===== config.mk =====
export PLATFORM = sky130hd
export DESIGN_NAME = colour_lut_arbiter
export DESIGN_NICKNAME = d
export VERILOG_FILES = /design/src/rtl/colour_lut_pkg.sv /design/src/rtl/colour_lut_rsp_pipe.sv /design/src/rtl/colour_lut_arbiter.sv
export SDC_FILE = /design/constraint.sdc
export NUM_CORES = 1
export LEC_CHECK = 0
export ABC_CLOCK_PERIOD_IN_PS = 1200
export BUFFER_PORTS_ARGS = -buffer_cell sky130_fd_sc_hd__buf_4
export CORE_MARGIN = 4
export CORE_UTILIZATION = 38
export CTS_CLUSTER_SIZE = 40
export DETAILED_ROUTE_END_ITERATION = 12
export PLACE_DENSITY = 0.76
export SLEW_MARGIN = 20
export SYNTH_ARGS = -nofsm -noshare
export SYNTH_HDL_FRONTEND = slang
export SYNTH_SLANG_ARGS = --single-unit

===== constraint.sdc =====
create_clock -name clk -period 1.2 [get_ports clk]
set_input_delay 0.12 -clock clk [delete_from_list [all_inputs] [get_ports clk]]
set_output_delay 0.12 -clock clk [all_outputs]
set_load 0.05 [all_outputs]

===== src/rtl/colour_lut_pkg.sv =====
// Shared types and constants for the colour LUT arbiter.
// Latency: none (declarations only).
// Backpressure: not applicable.
package colour_lut_pkg;

   localparam int LUT_ADDR_W = 3;
   localparam int LUT_DATA_W = 24;

   localparam logic ID_REQ0 = 1'b0;
   localparam logic ID_REQ1 = 1'b1;

   // One tag per granted read, travelling alongside the BRAM read latency.
   typedef struct packed {
      logic vld;
      logic id;
   } rsp_tag_t;

endpackage


===== src/rtl/colour_lut_rsp_pipe.sv =====
// Read-response pipeline: delays a {vld,id} tag by RD_LATENCY and captures mem_dout for the tagged requester.
// Latency: rsp pulse RD_LATENCY+1 cycles after the grant cycle.
// Backpressure: none, one response per granted read, back-to-back capable.
// Ports: clk/rst_n (sync, active low), gnt_tag_i (tag of this cycle's read grant),
//        mem_dout_i (BRAM douta), rsp0/rsp1 valid pulse + held data.
module colour_lut_rsp_pipe
   import colour_lut_pkg::*;
#(
   parameter int DATA_W     = LUT_DATA_W,
   parameter int RD_LATENCY = 1
) (
   input  logic              clk,
   input  logic              rst_n,
   input  rsp_tag_t          gnt_tag_i,
   input  logic [DATA_W-1:0] mem_dout_i,
   output logic              rsp0_valid_o,
   output logic [DATA_W-1:0] rsp0_data_o,
   output logic              rsp1_valid_o,
   output logic [DATA_W-1:0] rsp1_data_o
);

   rsp_tag_t          tag_q [RD_LATENCY];
   rsp_tag_t          tag_out;
   logic              hit0;
   logic              hit1;
   logic              rsp0_valid_q;
   logic              rsp1_valid_q;
   logic [DATA_W-1:0] rsp0_data_q;
   logic [DATA_W-1:0] rsp1_data_q;

   // The tag leaving the last stage lines up with the cycle douta is valid.
   assign tag_out = tag_q[RD_LATENCY-1];
   assign hit0    = tag_out.vld && (tag_out.id == ID_REQ0);
   assign hit1    = tag_out.vld && (tag_out.id == ID_REQ1);

   always_ff @(posedge clk) begin
      if (!rst_n) begin
         for (int i = 0; i < RD_LATENCY; i++) begin
            tag_q[i] <= '0;
         end
         rsp0_valid_q <= 1'b0;
         rsp1_valid_q <= 1'b0;
         rsp0_data_q  <= '0;
         rsp1_data_q  <= '0;
      end else begin
         tag_q[0] <= gnt_tag_i;
         for (int i = 1; i < RD_LATENCY; i++) begin
            tag_q[i] <= tag_q[i-1];
         end
         rsp0_valid_q <= hit0;
         rsp1_valid_q <= hit1;
         if (hit0) begin
            rsp0_data_q <= mem_dout_i;
         end
         if (hit1) begin
            rsp1_data_q <= mem_dout_i;
         end
      end
   end

   assign rsp0_valid_o = rsp0_valid_q;
   assign rsp1_valid_o = rsp1_valid_q;
   assign rsp0_data_o  = rsp0_data_q;
   assign rsp1_data_o  = rsp1_data_q;

endmodule


===== src/rtl/colour_lut_arbiter.sv =====
// Arbitrates one single-port colour LUT BRAM between two readers and one config writer.
// Latency: grant is combinational; read response RD_LATENCY+1 cycles after handshake.
// Backpressure: readies are combinational; cfg has priority but yields one read after MAX_CFG_RUN grants.
// Ports: req0/req1 read request + response, cfg write request, mem_* drive the BRAM port A.
module colour_lut_arbiter
   import colour_lut_pkg::*;
#(
   parameter int ADDR_W      = LUT_ADDR_W,
   parameter int DATA_W      = LUT_DATA_W,
   parameter int RD_LATENCY  = 1,
   parameter int MAX_CFG_RUN = 4
) (
   input  logic              clk,
   input  logic              rst_n,
   input  logic              req0_valid,
   input  logic [ADDR_W-1:0] req0_addr,
   output logic              req0_ready,
   output logic              rsp0_valid,
   output logic [DATA_W-1:0] rsp0_data,
   input  logic              req1_valid,
   input  logic [ADDR_W-1:0] req1_addr,
   output logic              req1_ready,
   output logic              rsp1_valid,
   output logic [DATA_W-1:0] rsp1_data,
   input  logic              cfg_valid,
   input  logic [ADDR_W-1:0] cfg_addr,
   input  logic [DATA_W-1:0] cfg_data,
   output logic              cfg_ready,
   output logic              mem_en,
   output logic              mem_we,
   output logic [ADDR_W-1:0] mem_addr,
   output logic [DATA_W-1:0] mem_din,
   input  logic [DATA_W-1:0] mem_dout
);

   localparam int RUN_W = $clog2(MAX_CFG_RUN + 1);
   localparam logic [RUN_W-1:0] RUN_MAX = RUN_W'(MAX_CFG_RUN);

   logic             rr_q, rr_d;
   logic [RUN_W-1:0] cfg_run_q, cfg_run_d;

   logic     any_rd;
   logic     force_rd;
   logic     gnt_cfg;
   logic     gnt_rd;
   logic     rd_id;
   rsp_tag_t gnt_tag;

   always_comb begin
      any_rd   = req0_valid || req1_valid;
      // A long cfg burst must not starve readers: once the run limit is hit, a read goes first.
      force_rd = any_rd && (cfg_run_q == RUN_MAX);
      // Grants are qualified by rst_n so nothing is accepted while reset is asserted.
      gnt_cfg  = rst_n && cfg_valid && !force_rd;
      gnt_rd   = rst_n && any_rd && !gnt_cfg;
      // Both valid: pointer decides; otherwise whichever one is valid.
      rd_id    = (req0_valid && req1_valid) ? rr_q : req1_valid;

      cfg_ready  = gnt_cfg;
      req0_ready = gnt_rd && (rd_id == ID_REQ0);
      req1_ready = gnt_rd && (rd_id == ID_REQ1);

      mem_en   = 1'b0;
      mem_we   = 1'b0;
      mem_addr = '0;
      mem_din  = '0;
      if (gnt_cfg) begin
         mem_en   = 1'b1;
         mem_we   = 1'b1;
         mem_addr = cfg_addr;
         mem_din  = cfg_data;
      end else if (gnt_rd) begin
         mem_en   = 1'b1;
         mem_addr = (rd_id == ID_REQ1) ? req1_addr : req0_addr;
      end

      gnt_tag.vld = gnt_rd;
      gnt_tag.id  = rd_id;

      rr_d = gnt_rd ? ~rd_id : rr_q;

      cfg_run_d = cfg_run_q;
      if (!any_rd || gnt_rd) begin
         cfg_run_d = '0;
      end else if (gnt_cfg && (cfg_run_q != RUN_MAX)) begin
         cfg_run_d = cfg_run_q + RUN_W'(1);
      end
   end

   always_ff @(posedge clk) begin
      if (!rst_n) begin
         rr_q      <= 1'b0;
         cfg_run_q <= '0;
      end else begin
         rr_q      <= rr_d;
         cfg_run_q <= cfg_run_d;
      end
   end

   colour_lut_rsp_pipe #(
      .DATA_W     (DATA_W),
      .RD_LATENCY (RD_LATENCY)
   ) u_rsp_pipe (
      .clk          (clk),
      .rst_n        (rst_n),
      .gnt_tag_i    (gnt_tag),
      .mem_dout_i   (mem_dout),
      .rsp0_valid_o (rsp0_valid),
      .rsp0_data_o  (rsp0_data),
      .rsp1_valid_o (rsp1_valid),
      .rsp1_data_o  (rsp1_data)
   );

endmodule


==> flow_summary.toml, run 1 <==
[logic_synthesis]
avgSynthCellArea_sq_um = 7.88
yosys_warnings = 0
syn_area_sq_mm = 0.00224
synthCells = 284
syn-num-nets = 348
synth-edff-count = 0
synth_top_cells_by_count = "nand2_1 (102), dfxtp_1 (56), a21oi_1 (48)"
ys_ff_latch = 56
postSynth.asyncResetShare = 0
synth_top_area_frac = 0.501
yosys.cell_count.top_type = "nand2_1"
yosysTopAreaCell = "dfxtp_1"
ys.flop_type = "dfxtp_1"
synth_seq_area_share = 0.501
yosys-top-cells-area = "dfxtp_1 (50%), nand2_1 (17%), a21oi_1 (11%)"
ys_types = 25

[worst_setup_path]
reg2regPathDepth = 8
reg2reg_to = "rr_q"
arrival_ns = 1.54
start_kind = "flip-flop"
worstPathRequired_ns = 1.08
path_max_fanout = 29
reg2reg_slack_ns = -0.08
critPathKind = "flip-flop to output pin"
end_kind = "output pin"
r2r_start = "cfg_run_q[0]"

[job]
maxCapViolations = 0

[sta]
setup_slack_ns = -0.465
relSlewSlack = 0.812
finalSetupViolations = 32
finalClockSkew_ns = 0.00755
period_share = 1.39
fin_crit_ns = 1.66
hold_viol = 0
worst_slew_pin_slew_ns = 0.273
rsz0062_at_grt = "yes"
drv_slew = 0
holdWs_ns = 0.0676
fmax_ghz = 0.601

[hold_path]
hp-class = "primary input to flip-flop"
min_to = "u_rsp_pipe.rsp1_data_o[4]"
holdCritStartpoint = "mem_dout[4]"
hold_depth = 3

[detailed_routing]
drt_iter0_markers = 68
drc = 0
ant_nets = 0
wire_per_inst_um = 14.5
vias = 2352
first_pass_iters = 4
vias_per_cell = 4.69
wl_um = 7250

[power]
peakVddDrop_mv = 0.859
powerDensity_mw_per_mm2 = 1120
p_leak_uw = 0.00174

[die]
fp.dieW_um = 84.7
fp-row-count = 27
die_y_um = 84.7
dieArea_sq_mm = 0.00718
io_pins = 144
initial_core_util = 0.399
core_sq_mm = 0.00561

[place]
port_buffers = 143
hpwl_um = 5260
place.gp.congestion = 0.842

[cts]
clk_pin_slew_ns = 0.10
cts_buffers = 5
clkSinkCount = 56
clk-insertion-delay-late_ns = 0.30
cts_tree = "done"
cts-root-buf = "clkbuf_8"
clk_path_buf_depth = 2
htreeDepth = 2

[global_route]
grt_overflow = 0
track_usage = 0.198
antenna_found_initial = 0
grt_pass1_vias = 2351
grt_max_degree = 53
grt_pass1_wl_um = 11500

[layout]
final_nets = 493
syn_to_final_growth_pct = 73.3
drive_gt1_frac = 0.483
diodes = 0
postLayoutCoreUtil = 0.691

[run_status]
violations = "negative setup slack"
status = "complete, but fails checks"
## report_power, final
group,internal (uW),total [uW],switching [uW]
sequential,1910,1940,31.0
combinational,428,1020,596
clock,821,1390,565
## layout by cell type (no fill, tap or decap), types with 5 or more instances in the layout
cell and count:
clkbuf_8 5, nor2_1 7, buf_6 6, a21oi_1 48
dfxtp_1 54, buf_8 23, and2_2 8, and2_4 17
nand2_1 99, buf_4 125
## layout make-up
cell class,count,area (sq um)
clock buffer,5,68.8
clock inverter,2,60.1
fill,475,1730
inverter,6,22.5
multi-input combinational,203,1100
sequential,56,1120
tap,72,90.1
timing repair buffer,157,1410
## how the worst max path moves through the flow
stage                  from     endpoint  slack (ns)  cells after the start
6_report       cfg_run_q[0]   mem_din[1]       -0.46                      6
5_1_grt        cfg_run_q[0]   mem_din[0]       -0.54                      6
4_1_cts        cfg_run_q[0]   mem_din[5]       -0.48                      6
3_5_place_dp   cfg_run_q[0]  mem_addr[0]       -0.17                      7
3_3_place_gp   cfg_run_q[1]  mem_din[17]       -0.14                      6
2_1_floorplan  cfg_run_q[0]  mem_din[17]       -0.15                      5
## critical path, cell delays in order, from the launching register on
cell and delay (ns):
dfxtp_2 0.35, inv_2 0.04, ha_4 0.15, a31oi_4 0.19, buf_12 0.19, and2_2 0.17
buf_6 0.15
## logic make-up (layout without fill, tap and decap cells)
kind of cell / count (synthesis) / in the layout / share of synthesized area
compound gates: 56 / 56 / 0.136
simple gates: 141 / 141 / 0.280
xor+xnor: 1 / 1 / 0.00392
mux: 3 / 3 / 0.0134
flops: 56 / 56 / 0.501
buf+inv: 25 / 170 / 0.0542
fa+ha+maj: 2 / 2 / 0.0112
## sequential cells by signal, summed over array words and instances, names as in the netlist
register	cells
u_rsp_pipe.tag_q	2
u_rsp_pipe.rsp1_data_o	24
rr_q	1
u_rsp_pipe.rsp0_data_o	24
u_rsp_pipe.rsp1_valid_o	1
u_rsp_pipe.rsp0_valid_o	1
cfg_run_q	3
## repair_timing
item,in CTS,in global routing
hold endpoints to repair,0,0
buffers inserted,0,0
resized for setup,47,5
hold buffers,0,0
pin swaps,0,1
setup endpoints to repair,32,32
## through the flow
stage | std cells | worst slack [ns] | total power (uW) | instance area [sq um] | setup TNS, ns
final | 501 | -0.465 | 4350 | 3880 | -13.70
after global routing | 501 | -0.539 | 4510 | 3880 | -16.08
after CTS | 501 | -0.482 | 4390 | 3860 | -14.23
after detailed placement | 494 | -0.166 | 2940 | 3550 | -4.51
after global placement | 494 | -0.143 | 2930 | 3550 | -3.91
after floorplan | 284 | -0.150 | 2560 | 2350 | -3.10
## per-layer routing
layer	global-route usage	up-vias	part of all wire
li1	-	1186	-
met1	0.218	1097	0.39
met2	0.374	59	0.55
met3	0.0412	10	0.047
met4	0.0662	0	0.014
met5	0	-	0
(Power assumes the default switching activity.)
==> run 2: changes to the inputs <==
--- a/config.mk
+++ b/config.mk
@@ -9,7 +9,9 @@
 export BUFFER_PORTS_ARGS = -buffer_cell sky130_fd_sc_hd__buf_4
+export CELL_PAD_IN_SITES_DETAIL_PLACEMENT = 1
+export CELL_PAD_IN_SITES_GLOBAL_PLACEMENT = 1
 export CORE_MARGIN = 4
-export CORE_UTILIZATION = 38
+export CORE_UTILIZATION = 25
 export CTS_CLUSTER_SIZE = 40
 export DETAILED_ROUTE_END_ITERATION = 12
-export PLACE_DENSITY = 0.76
+export PLACE_DENSITY_LB_ADDON = 0.1
 export SLEW_MARGIN = 20
--- a/constraint.sdc
+++ b/constraint.sdc
@@ -3,2 +3,2 @@
 set_output_delay 0.12 -clock clk [all_outputs]
-set_load 0.05 [all_outputs]
+set_load 0.01 [all_outputs]
==> run 2 against run 1 <==
Compared with the run above: the flow still finishes with violations (negative setup slack); power decreased by 16%; critical path type unchanged; worst hold slack lost 0.017 ns; largest cell class unchanged; highest routed layer unchanged; non-clock buffer count up 7; combinational power decreased by 35%; largest power group unchanged; fmax rose by 2.0%; worst setup slack gained 0.033 ns; clock power down 24%; critical endpoint is now mem_din[6]; first-iteration DRC count decreased by 28%; critical path depth stayed put.
==> flow_summary.toml, run 2 (synthesis results as in run 1) <==
[layout]
postLayoutCoreUtil = 0.426
final_nets = 500
diodes = 0
final_cell_mix = "buf_4 (152), nand2_1 (102), dfxtp_1 (54)"
drive_gt1_frac = 0.460
fillers = 1119
seqCellArea_sq_mm = 0.00112
multiInputGateArea_sq_mm = 0.00104
final_common_cell = "buf_4"
syn_to_final_growth_pct = 66.2

[sta]
fmax_ghz = 0.613
tns_ns = -12.67
relSlewSlack = 0.829
fin_crit_ns = 1.63
period_share = 1.36
setup_slack_ns = -0.432
drv_slew = 0
worst_slew_pin_slew_ns = 0.254
rsz0062_at_grt = "yes"
hold_viol = 0
finalSetupViolations = 32
finalClockSkew_ns = 0.0125

[cts]
cts_tree = "done"
clk_path_buf_depth = 2
cts_buffers = 5
htreeDepth = 2
clk_pin_slew_ns = 0.11
clk-insertion-delay-late_ns = 0.31
cts_hold_buf = 0
clkSinkCount = 56
cts-root-buf = "clkbuf_8"

[worst_setup_path]
cpPeakStageDelay_ns = 0.35
worstPathRequired_ns = 1.08
start_kind = "flip-flop"
arrival_ns = 1.51
critPathKind = "flip-flop to output pin"
end_kind = "output pin"
worst-path-buf-inv = 3
cpMaxStageDelayCell = "dfxtp_2"
path_cells = "inv_2, ha_4, a31oi_4, buf_12, and2_2, buf_4"
cp_top_family = "flip-flops"
path_max_fanout = 29

[die]
core_sq_mm = 0.00872
io_pins = 144
die_y_um = 103
initial_core_util = 0.257
dieArea_sq_mm = 0.0105
fp-row-count = 34
fp.dieW_um = 103

[power]
peakVddDrop_mv = 0.451
switching_share = 0.263
p_leak_uw = 0.00168
switchingPower_uw = 963
p_seq_frac = 0.530
p_comb_frac = 0.182
powerDensity_mw_per_mm2 = 987
clkPwrFrac = 0.288
internal_power_uw = 2710

[detailed_routing]
wire_per_inst_um = 14.1
ant_nets = 0
vias_per_cell = 4.36
drt_iter0_markers = 49
first_pass_iters = 3
vias = 2377
drc = 0
wl_um = 7680

[global_route]
antenna_found_initial = 0
grt_max_degree = 43
grt_overflow = 0
grt_pass1_wl_um = 11800
grt_pass1_vias = 2424
track_usage = 0.143

[hold_path]
hp-class = "primary input to flip-flop"

[job]
maxCapViolations = 0

[run_status]
status = "complete, but fails checks"
violations = "negative setup slack"

[place]
place.gp.congestion = 0.699
hpwl_um = 6020
port_buffers = 143
==> run 2: changes by cell type in the layout (fill, tap and decap cells not counted), sizes merged <==
| cell | change |
|---|---|
| clkinv | +1 |
| clkinvlp | +1 |
| inv | +1 |
| buf | +7 |
| bufinv | -2 |
==> run 2: worst paths after layout <==
path                                    from                         end  slack, ns  cells after the start
hold reg to reg   u_rsp_pipe.rsp0_data_o[12]  u_rsp_pipe.rsp0_data_o[12]       0.46                      2
setup reg to reg                cfg_run_q[1]                        rr_q      -0.04                      7
hold / removal                  mem_dout[17]  u_rsp_pipe.rsp1_data_o[17]       0.05                      3
setup / recovery                cfg_run_q[1]                  mem_din[6]      -0.43                      6
==> run 2: power by group through the flow <==
stage               Combinational, uW  Sequential [uW]  Clock [uW]
CTS                               682             1940        1120
global route                      731             1950        1200
floorplan                         236             2000           0
finish                            668             1940        1060
global placement                  652             1990           0
detailed placement                664             1990           0
==> run 2: cell type report <==
cell class                      count  area share
Inverter                            6     0.00606
Multi-Input combinational cell    203       0.281
Tap cell                          108      0.0364
Clock buffer                        5      0.0185
Timing Repair Buffer              164       0.350
Sequential cell                    56       0.302
Clock inverter                      3     0.00572
==> run 2: what timing repair did <==
| action | in CTS | in global routing |
|---|---|---|
| endpoints found under the setup margin | 33 | 34 |
| setup buffers | 1 | 0 |
| gates resized for setup | 12 | 0 |
| pin swaps | 2 | 2 |
==> run 2: worst register-to-register path, stage by stage (launching register included) <==
cell and delay [ns]:
dfxtp_2 0.34, inv_2 0.06, ha_4 0.15, nand2_1 0.08, a21o_4 0.25, nor2_4 0.10, buf_4 0.11, nor3_1 0.03
==> run 2: metal layers <==
metal,wire (um),track usage,vias to the layer above
met5,0,0,-
met4,29,0.0272,0
met3,478,0.0332,2
met2,4160,0.272,56
met1,3020,0.162,1122
li1,-,-,1197
==> run 2: stage by stage <==
step / instances / setup WS, ns / instance area (sq um) / hold slack, ns / total power (uW)
after floorplan: 284 / -0.00857 / 2270 / 0.256 / 2240
after global placement: 536 / -0.146 / 3570 / 0.379 / 2640
after detailed placement: 536 / -0.179 / 3570 / 0.389 / 2650
after CTS: 545 / -0.466 / 3720 / 0.0373 / 3750
after global routing: 545 / -0.537 / 3720 / 0.0329 / 3880
final: 545 / -0.432 / 3720 / 0.0511 / 3670
==> run 3: changes to the inputs <==
ABC_CLOCK_PERIOD_IN_PS = 1500   (was 1200)
CELL_PAD_IN_SITES_GLOBAL_PLACEMENT = 2   (was 1)
CORE_UTILIZATION = 20   (was 25)
CTS_BUF_LIST = sky130_fd_sc_hd__clkbuf_8   (was unset)
clock period = 1.5 ns   (was 1.2 ns; I/O delays follow)
==> run 3 against run 2 <==
Compared with the run above: the run still ends with negative setup slack left; sequential share of layout area shrank 1.5 points; power down 17%; design area up 5.1%; register-to-register slack improved by 0.29 ns; first-iteration DRC count grew 61%; global-route usage down 1.1 points; cell count increased by 5.5%; largest cell class unchanged; clock power shrank 15%; combinational power fell by 11%; clock skew is 0.0020 ns higher; critical path depth increased by 2; wire length increased by 13%.
==> flow_summary.toml, run 3 (synthesis results as in run 1) <==
[run_status]
status = "complete, but fails checks"
violations = "negative setup slack"

[detailed_routing]
wire_per_inst_um = 15.1
vias = 2422
drc = 0
ant_nets = 0
vias_per_cell = 4.21
wl_um = 8690
drt_iter0_markers = 79
first_pass_iters = 4

[layout]
final_cell_mix = "buf_4 (128), nand2_1 (99), dfxtp_1 (54)"
diodes = 0
multiInputGateArea_sq_mm = 0.00109
syn_to_final_growth_pct = 74.7
drive_gt1_frac = 0.485
seqCellArea_sq_mm = 0.00112
postLayoutCoreUtil = 0.359
fillers = 1295
final_common_cell = "buf_4"
fin_cells = 575
final_nets = 498

[sta]
relSlewSlack = 0.757
hold_viol = 0
fmax_ghz = 0.579
fin_crit_ns = 1.73
drv_slew = 0
setup_slack_ns = -0.227
finalClockSkew_ns = 0.0145
worst_slew_pin_slew_ns = 0.364
period_share = 1.15
finalSetupViolations = 31
rsz0062_at_grt = "yes"

[worst_setup_path]
arrival_ns = 1.58
path_max_fanout = 8
worstPathRequired_ns = 1.35
start_kind = "flip-flop"
critPathKind = "flip-flop to output pin"
end_kind = "output pin"

[die]
fp.dieW_um = 114
io_pins = 144
die_y_um = 114
initial_core_util = 0.205
fp-row-count = 38
core_sq_mm = 0.0109
dieArea_sq_mm = 0.0129

[global_route]
grt_overflow = 0
antenna_found_initial = 0
grt_max_degree = 27
track_usage = 0.132
grt_pass1_vias = 2630
grt_pass1_wl_um = 13500

[cts]
clk_pin_slew_ns = 0.12
cts_tree = "done"
clk-insertion-delay-late_ns = 0.32
htreeDepth = 2
cts-root-buf = "clkbuf_8"
cts_buffers = 5
clk_path_buf_depth = 2
clkSinkCount = 56

[power]
powerDensity_mw_per_mm2 = 780
p_leak_uw = 0.00174
peakVddDrop_mv = 0.350

[job]
maxCapViolations = 0

[hold_path]
hp-class = "primary input to flip-flop"

[place]
dp.cells = 559
hpwl_um = 6160
port_buffers = 143
place.gp.congestion = 0.680
## run 3: cell types whose count changed in the layout (fill, tap and decap cells not counted), sizes merged
cell / delta
buf: -2
## run 3: final cells by class
| type | count | share of cell area |
|---|---|---|
| Multi-Input combinational cell | 203 | 0.279 |
| Clock inverter | 3 | 0.00704 |
| Clock buffer | 5 | 0.0176 |
| Sequential cell | 56 | 0.288 |
| Timing Repair Buffer | 162 | 0.359 |
| Inverter | 6 | 0.00576 |
| Tap cell | 140 | 0.0448 |
## run 3: per-stage QoR
step           area [sq um]  setup WS, ns  hold slack (ns)  TNS (ns)  total power, uW
6_report               3910        -0.227           0.0652     -6.44             3050
5_1_grt                3910        -0.332           0.0563     -9.01             3240
4_1_cts                3870        -0.270           0.0540     -7.40             3110
3_5_place_dp           3480        0.0438            0.418         0             2090
3_3_place_gp           3480        0.0620            0.410         0             2080
2_1_floorplan          2240         0.168            0.286         0             1780
## run 3: routing by layer
layer	wire length (um)	global-route usage	vias up	share of wire
met5	0	0	-	0
met4	87	0.0288	0	0.010
met3	795	0.0451	6	0.091
met2	4220	0.235	89	0.49
met1	3590	0.153	1129	0.41
li1	-	-	1198	-
## run 3: what timing repair did
action,4_1_cts,5_1_grt
gates cloned,3,0
pin swaps,25,7
setup endpoints to repair,31,31
buffers inserted,4,2
gates resized for setup,68,8
hold buffers,0,0
## run 3: path summary, 6_finish.rpt
check	from	end	slack, ns	cells after the start
worst max-delay path	cfg_run_q[0]	mem_addr[1]	-0.23	8
worst min register to register	u_rsp_pipe.rsp0_data_o[6]	u_rsp_pipe.rsp0_data_o[6]	0.46	2
worst max register to register	cfg_run_q[0]	rr_q	0.25	6
worst min-delay path	mem_dout[18]	u_rsp_pipe.rsp1_data_o[18]	0.07	3
## run 3: power breakdown
part	internal [uW]	total, uW	switching (uW)
Combinational	337	592	255
Clock	345	900	555
Sequential	1530	1550	24.2
Total	2210	3050	834
## run 3: worst max-delay path, cell delays in order, from the launching register on
cell and delay (ns):
dfxtp_2 0.35, inv_2 0.04, ha_4 0.16, a31oi_4 0.17
buf_6 0.15, buf_12 0.13, nand2_2 0.05, o21ai_2 0.05
buf_4 0.14
